File: src/rtl/glb_weight_streamer.sv
// rtl/glb_weight_streamer.sv - streams PE_SIZE-word weight tiles from a global buffer
// into a systolic array, one column enable per delivered row.
module glb_weight_streamer #(
   parameter int PE_SIZE    = 16,
   parameter int DATA_WIDTH = 8,
   parameter int ADDR_WIDTH = 10,
   parameter int MEM_DEPTH  = 896
) (
   input  logic                          clk,
   input  logic                          rst,
   input  logic                          start_i,
   input  logic [ADDR_WIDTH-1:0]         base_addr_i,
   input  logic [7:0]                    num_tiles_i,
   input  logic                          reverse_i,
   input  logic                          stall_i,
   output logic                          mem_en_o,
   output logic [ADDR_WIDTH-1:0]         mem_addr_o,
   input  logic [PE_SIZE*DATA_WIDTH-1:0] mem_rdata_i,
   output logic [PE_SIZE*DATA_WIDTH-1:0] weight_data_o,
   output logic                          weight_valid_o,
   output logic [PE_SIZE-1:0]            weight_en_col_o,
   output logic                          tile_done_o,
   output logic                          busy_o,
   output logic                          err_o
);

   localparam int COL_W = (PE_SIZE > 1) ? $clog2(PE_SIZE) : 1;
   localparam int CNT_W = COL_W + 9;

   typedef enum logic [1:0] {IDLE, FETCH, DRAIN} state_t;

   state_t                          state_q, state_d;
   logic [ADDR_WIDTH-1:0]           addr_q, addr_d;
   logic [CNT_W-1:0]                cnt_q, cnt_d;
   logic [CNT_W-1:0]                total_q, total_d;
   logic                            rev_q, rev_d;
   logic                            err_q, err_d;
   logic [COL_W-1:0]                col_q, col_d;
   logic                            pend_q, pend_d;
   logic                            valid_q, valid_d;
   logic [PE_SIZE*DATA_WIDTH-1:0]   data_q, data_d;
   logic [PE_SIZE-1:0]              en_col_q, en_col_d;
   logic                            done_q, done_d;

   logic                            issue;
   logic                            range_ok;
   logic [31:0]                     end_addr;
   logic [COL_W-1:0]                col_idx;
   logic [PE_SIZE-1:0]              one_hot_base;

   assign end_addr     = 32'(base_addr_i) + 32'(num_tiles_i) * 32'(PE_SIZE);
   assign range_ok     = end_addr <= 32'(MEM_DEPTH);
   assign col_idx      = rev_q ? (COL_W'(PE_SIZE - 1) - col_q) : col_q;
   assign one_hot_base = PE_SIZE'(1);

   always_comb begin
      state_d  = state_q;
      addr_d   = addr_q;
      cnt_d    = cnt_q;
      total_d  = total_q;
      rev_d    = rev_q;
      err_d    = err_q;
      col_d    = col_q;
      data_d   = data_q;
      en_col_d = '0;
      done_d   = 1'b0;
      issue    = 1'b0;

      case (state_q)
         IDLE: begin
            if (start_i && num_tiles_i != 8'd0) begin
               if (range_ok) begin
                  state_d = FETCH;
                  addr_d  = base_addr_i;
                  cnt_d   = '0;
                  total_d = CNT_W'(num_tiles_i) * CNT_W'(PE_SIZE);
                  rev_d   = reverse_i;
                  err_d   = 1'b0;
                  col_d   = '0;
               end else begin
                  err_d = 1'b1;
               end
            end
         end
         FETCH: begin
            if (!stall_i) begin
               issue  = 1'b1;
               addr_d = addr_q + ADDR_WIDTH'(1);
               cnt_d  = cnt_q + CNT_W'(1);
               if (cnt_q == total_q - CNT_W'(1)) state_d = DRAIN;
            end
         end
         DRAIN: begin
            // Leave once the last in-flight read has landed on the output.
            if (valid_q && !pend_q) state_d = IDLE;
         end
         default: state_d = IDLE;
      endcase

      pend_d  = issue;
      valid_d = pend_q;
      if (pend_q) begin
         data_d   = mem_rdata_i;
         en_col_d = one_hot_base << col_idx;
         done_d   = (col_q == COL_W'(PE_SIZE - 1));
         col_d    = done_d ? '0 : col_q + COL_W'(1);
      end
   end

   always_ff @(posedge clk or posedge rst) begin
      if (rst) begin
         state_q  <= IDLE;
         addr_q   <= '0;
         cnt_q    <= '0;
         total_q  <= '0;
         rev_q    <= 1'b0;
         err_q    <= 1'b0;
         col_q    <= '0;
         pend_q   <= 1'b0;
         valid_q  <= 1'b0;
         data_q   <= '0;
         en_col_q <= '0;
         done_q   <= 1'b0;
      end else begin
         state_q  <= state_d;
         addr_q   <= addr_d;
         cnt_q    <= cnt_d;
         total_q  <= total_d;
         rev_q    <= rev_d;
         err_q    <= err_d;
         col_q    <= col_d;
         pend_q   <= pend_d;
         valid_q  <= valid_d;
         data_q   <= data_d;
         en_col_q <= en_col_d;
         done_q   <= done_d;
      end
   end

   assign mem_en_o        = issue;
   assign mem_addr_o      = addr_q;
   assign weight_data_o   = data_q;
   assign weight_valid_o  = valid_q;
   assign weight_en_col_o = en_col_q;
   assign tile_done_o     = done_q;
   assign busy_o          = (state_q != IDLE);
   assign err_o           = err_q;

endmodule
File: config.mk
export PLATFORM = sky130hd
export DESIGN_NAME = glb_weight_streamer
export DESIGN_NICKNAME = d
export VERILOG_FILES = /design/src/rtl/glb_weight_streamer.sv
export SDC_FILE = /design/constraint.sdc
export NUM_CORES = 1
export LEC_CHECK = 0
export ABC_AREA = 1
export BUFFER_PORTS_ARGS = -buffer_cell sky130_fd_sc_hd__buf_2
export CORE_UTILIZATION = 35
export CTS_BUF_LIST = sky130_fd_sc_hd__clkbuf_8 sky130_fd_sc_hd__clkbuf_16
export DETAILED_ROUTE_END_ITERATION = 7
export SYNTH_ARGS = -nofsm -noshare
export SYNTH_HDL_FRONTEND = slang
export SYNTH_SLANG_ARGS = --single-unit
File: constraint.sdc
create_clock -name clk -period 5.71 [get_ports clk]
set_input_delay 0.571 -clock clk [delete_from_list [all_inputs] [get_ports clk]]
set_output_delay 0.571 -clock clk [all_outputs]
set_load 0.005 [all_outputs]
Word-level counts from Yosys, hierarchy flattened
Index checks and enable logic that the tools add are counted.
W data, S select, Z words.
Word-level totals
  register bits after elaboration: 186
  bits of input ports: 151
  output and inout bits: 159
  word-level logic and storage cells: 69
Cells by class
  shifts and indexed selects: 1
  multiplexer cells: 25
  equality and inequality tests: 9
  reduce and logical (&&, ||, !) cells: 15
  order comparisons: 1
  add/sub/neg operators: 6
Operators by type and width (number)
  $mux W13: 3
  $mux W10: 3
  $pmux W13 S2: 1
  $mux W4: 6
  $pmux W10 S2: 1
  $mux W16: 1
  $shl A1 B4 Y16 const A: 1
  $add A10 B12 Y13: 1
  $add A13 B1 Y13 const B: 1
  $eq A13 B13 Y1: 1
  $le A13 B10 Y1 const B: 1
  $sub A12 B1 Y13 const B: 1
  $add A10 B1 Y10 const B: 1
  $mux W2: 5
  $ne A2 B2 Y1 const B: 5
  $reduce_bool A2 Y1: 5
  $reduce_bool A8 Y1: 1
  $pmux W2 S3: 1
  $reduce_and A3 Y1: 2
  $reduce_and A5 Y1: 1
  $add A4 B1 Y4 const B: 1
  $eq A4 B4 Y1 const B: 1
  $mux W1: 4
  $reduce_and A4 Y1: 1
  other kinds (7): 8

Logic depth before layout (Yosys ltp)
  depth in word-level cells: 6
  mapped depth: 15
  mapped depth without buffers: 14

Least setup slack after synthesis
No wires, ideal clock.
  path kind: input port to flip-flop
  from: input base_addr_i[4]
  to: register cnt_q[6]
  data arrival time: 2.140 ns
  path buffers: 1
  slack: 3.452 ns
  data required time: 5.592 ns
  stages on the path: 13
  setup time: 0.118 ns
  cells stage by stage: ha_1 > fa_1 > nor2_1 > nand3_1 > nor2_1 > nor2_1 > nand3_2 > nand4_4 > nand2_4 > nand3_4 > buf_6 > nand2_2 > o21ai_2
On the way
  word-level cells in the longest chain between the ends: 4
Ends and longest elaborated chain
  start, declared: RTL line 12  | input logic [ADDR_WIDTH-1:0] base_addr_i,
  $add A10 B12 Y13: RTL line 51  | assign end_addr = 32'(base_addr_i) + 32'(num_tiles_i) * 32'(PE_SIZE);
  $le A13 B10 Y1: RTL line 52  | assign range_ok = end_addr <= 32'(MEM_DEPTH);
  $ne A2 B2 Y1 (no line)
  $reduce_and A4 Y1 (no line)
  end signal, assigned: RTL line 127  | cnt_q <= cnt_d;
  end, declared: RTL line 34  | logic [CNT_W-1:0] cnt_q, cnt_d;
No other way between the ends.
A chain may end at the register's enable or synchronous reset.

Final worst setup path
  from: register state_q[1]
  to: output mem_en_o
On the way
  word-level cells in the longest chain between the ends: 2
Ends and longest elaborated chain
  start, declared: RTL line 32  | state_t state_q, state_d;
  start signal, assigned: RTL line 125  | state_q <= state_d;
  $eq A2 B1 Y1: RTL line 69  | case (state_q)
  $mux W1: RTL line 69
  end, declared: RTL line 16  | output logic mem_en_o,
No other way between the ends.

==> insert_results.sql <==
INSERT INTO impl_metrics (metric_group, metric, value, unit) VALUES
('floorplan', 'num_io_pins', '310', ''),
('clock_network', 'clock_pin_slew_reported_for_the_worst_setup_and_hold_paths_after_clock_tree_synthesis', '0.09', 'ns'),
('timing', 'setup-violations-final', '0', ''),
('floorplan', 'die_y', '156', 'µm'),
('logic_synthesis', 'synth_top_area_share', '0.558', ''),
('critical_path', 'crit_path_max_cell_delay', '0.67', 'ns'),
('run_status', 'run_status', 'complete, no violations', ''),
('logic_synthesis', 'synthTopCellsByArea', 'dfrtp_1 56%, nand2_1 22%, nor2_1 2.4%', ''),
('clock_network', 'ctsRootBufferMaster', 'clkbuf_16', ''),
('power_and_ir_drop', 'leak_pwr', '6.00', 'nW'),
('timing', 'finalSetupTns', '0', 'ns'),
('floorplan', 'fp.dieArea', '24500', 'µm²'),
('drt', 'drtIter0Drc', '388', ''),
('timing', 'clock.fmax', '0.325', 'GHz'),
('global_route', 'grt_use_met3', '0.0498', ''),
('logic_synthesis', 'ys_seq_elements', '186', ''),
('drt', 'detailroute.via_count', '7229', ''),
('logic_synthesis', 'ys_types', '38', ''),
('critical_path', 'critPathLaunchType', 'flop', ''),
('logic_synthesis', 'postSynthCellCount', '995', ''),
('critical_path', 'worst-path-max-fanout', '18', ''),
('logic_synthesis', 'synth.yosys.warnings', '0', ''),
('critical_path', 'worstSetupEndpointType', 'output pin', ''),
('drt', 'drc', '0', ''),
('logic_synthesis', 'synth-seq-area-share', '0.558', ''),
('global_route', 'grt_util_met2', '0.307', ''),
('critical_path', 'worst-endpoint-required', '5.14', 'ns'),
('final_layout', 'layout-area-overhead-vs-synth', '28.8', '%'),
('logic_synthesis', 'post_synth.cell_area_avg', '8.39', 'µm²'),
('global_route', 'globalRouteTotalUtil', '0.184', ''),
('drt', 'first_pass_iters', '5', ''),
('floorplan', 'row_count', '56', ''),
('worst_hold_path', 'min-delay-path-class', 'primary input to asynchronous set/reset pin', ''),
('critical_path', 'crit_path_top_delay_cell', 'nor2_2', ''),
('clock_network', 'h-tree-depth', '4', ''),
('timing', 'report.final.hold_viol_count', '0', ''),
('drt', 'wire_per_inst', '13.7', 'µm'),
('clock_network', 'clkSinkCount', '186', ''),
('placement', 'port_buffers', '309', ''),
('clock_network', 'postCtsHoldBufs', '0', ''),
('logic_synthesis', 'synth.cell_area', '8350', 'µm²'),
('placement', 'numPlacedInstances', '1588', ''),
('critical_path', 'cp_data_arrival_time', '2.50', 'ns'),
('placement', 'finalWeightedCongestion', '0.870', ''),
('final_layout', 'fill_cells', '2428', ''),
('timing', 'timing.slew.headroom', '0.420', ''),
('power_and_ir_drop', 'post-layout-total-power', '5.28', 'mW'),
('global_route', 'grt_overflow_total', '0', ''),
('clock_network', 'cts_buffer_depth', '2', ''),
('critical_path', 'critical_path_depth', '4', ''),
('critical_path', 'worst-path-buf-inv', '2', ''),
('global_route', 'via_count_of_the_first_global_routing_pass', '6989', ''),
('critical_path', 'worst_setup_path_startpoint', 'state_q[1]', ''),
('timing', 'final_min_period_over_clock_period', '0.538', ''),
('drt', 'drt_wl_total', '22.3', 'mm'),
('clock_network', 'worstSkewPairLatency', '0.44', 'ns'),
('critical_path', 'cp_top_family', 'simple AND/OR/NAND/NOR gates', ''),
('timing', 'finalHoldWorstSlack', '0.234', 'ns'),
('drt', 'vias_per_cell', '4.46', ''),
('power_and_ir_drop', 'power_per_cell_area', '491', 'nW/µm²'),
('clock_network', 'post_cts_buffers', '0', ''),
('drt', 'ant_nets', '0', ''),
('timing', 'worst_slew_pin_slew', '0.870', 'ns'),
('critical_path', 'rr_worst_depth', '6', ''),
('global_route', 'grt_max_degree', '97', ''),
('global_route', 'grt-busiest-layer', 'met2', ''),
('clock_network', 'resize_count_post_cts', '0', ''),
('power_and_ir_drop', 'power.ir.vdd_worst', '0.000193', 'V'),
('logic_synthesis', 'synth_fp_nets', '1157', ''),
('clock_network', 'cts_tree', 'yes', ''),
('final_layout', 'drive_gt1_frac', '0.304', '');
==> worst paths after layout <==
path                                endpoint  slack [ns]
max                                 mem_en_o        2.64
min                        weight_data_o[62]        0.23
max reg2reg                    mem_addr_o[7]        2.92
min reg2reg                weight_data_o[88]        0.47
max in group asynchronous  weight_data_o[72]        4.27
min in group clk            weight_data_o[0]        0.32
==> synth_stat cells <==
master,number
a31o_2,1
nor2_1,54
nor3_2,3
mux2i_1,7
nor3b_1,1
nand3_1,37
a21oi_1,5
nand2_2,11
a21oi_2,1
nand3b_1,3
nand3_2,3
fa_1,1
o21ai_1,1
buf_6,5
nand4_4,1
dfrtp_1,186
xnor2_1,6
a21boi_0,2
or2_2,3
o211ai_1,2
xor2_1,13
nor4_1,2
a22oi_1,1
nor3_1,4
nand3_4,1
o21ai_2,20
buf_2,2
nand2_1,499
clkbuf_1,32
o21bai_1,2
inv_2,2
nand2_4,1
o21ai_0,12
inv_1,51
nand4_1,8
nor2_2,1
ha_1,10
nor2_4,1
==> through the flow <==
step | worst slack (ns) | util | instance area, µm²
detailed placement | 2.70 | 0.434 | 10100
global route | 2.46 | 0.459 | 10800
global placement | 2.78 | 0.434 | 10100
finish | 2.64 | 0.459 | 10800
CTS | 2.58 | 0.459 | 10800
floorplan | 0.0819 | - | 8350
==> cell type report <==
cell class                      instances  area share
Clock buffer                           17      0.0396
Sequential cell                       186       0.433
Multi-Input combinational cell        717       0.307
Inverter                               53      0.0194
Tap cell                              319      0.0371
Timing Repair Buffer                  313       0.147
Clock inverter                         15      0.0165
==> metal layers <==
metal / vias to the layer above / share of wire
met5: - / 0
met1: 3343 / 0.44
met2: 199 / 0.48
li1: 3659 / -
met3: 28 / 0.060
met4: 0 / 0.022
==> kinds of logic (layout without fill, tap and decap cells) <==
kind of cell	after synthesis	after routing	synth area share
simple gates	633	633	0.310
flops	186	186	0.558
buf+inv	92	398	0.0462
compound gates	47	47	0.0402
xor+xnor	19	19	0.0199
fa+ha+maj	11	11	0.0174
mux	7	7	0.00840
==> worst reg2reg max path: stages, from the launching register on <==
cell,delay (ns)
dfrtp_1,0.42
nor2_2,0.67
inv_1,0.51
nand2_2,0.22
nand3_4,0.49
nand2_1,0.29
o21ai_2,0.07
==> registers in the layout, indices dropped and copies added (netlist names) <==
| name | cells |
|---|---|
| tile_done_o | 1 |
| cnt_q | 13 |
| mem_addr_o | 10 |
| pend_q | 1 |
| err_o | 1 |
| state_q | 2 |
| col_q | 4 |
| rev_q | 1 |
| total_q | 8 |
| weight_valid_o | 1 |
| weight_data_o | 128 |
| weight_en_col_o | 16 |
==> where the power goes <==
group | switching, mW | internal, mW | leakage, nW
sequential | 0.364 | 1.86 | 2.34
clock | 0.575 | 0.628 | 0.298
combinational | 1.08 | 0.774 | 3.35
total | 2.02 | 3.26 | 6.00
==> cell usage in the layout (no fill, tap or decap), types with 3 or more instances in the layout <==
cell type | Yosys | layout
ha_1 | 10 | 10
inv_1 | 51 | 51
nand2_1 | 499 | 499
nor2_1 | 54 | 54
clkbuf_16 | 0 | 17
or2_2 | 3 | 3
nand3b_1 | 3 | 3
inv_6 | 0 | 4
clkinv_8 | 0 | 3
o21ai_2 | 20 | 20
nor3_2 | 3 | 3
o21ai_0 | 12 | 12
nand3_1 | 37 | 37
buf_2 | 2 | 309
dfrtp_1 | 186 | 185
nor3_1 | 4 | 4
buf_4 | 0 | 4
mux2i_1 | 7 | 7
a21oi_1 | 5 | 5
inv_8 | 0 | 4
clkinv_4 | 0 | 3
nand2_2 | 11 | 11
xor2_1 | 13 | 13
nand4_1 | 8 | 8
nand3_2 | 3 | 3
xnor2_1 | 6 | 6
(Power assumes the default switching activity.)
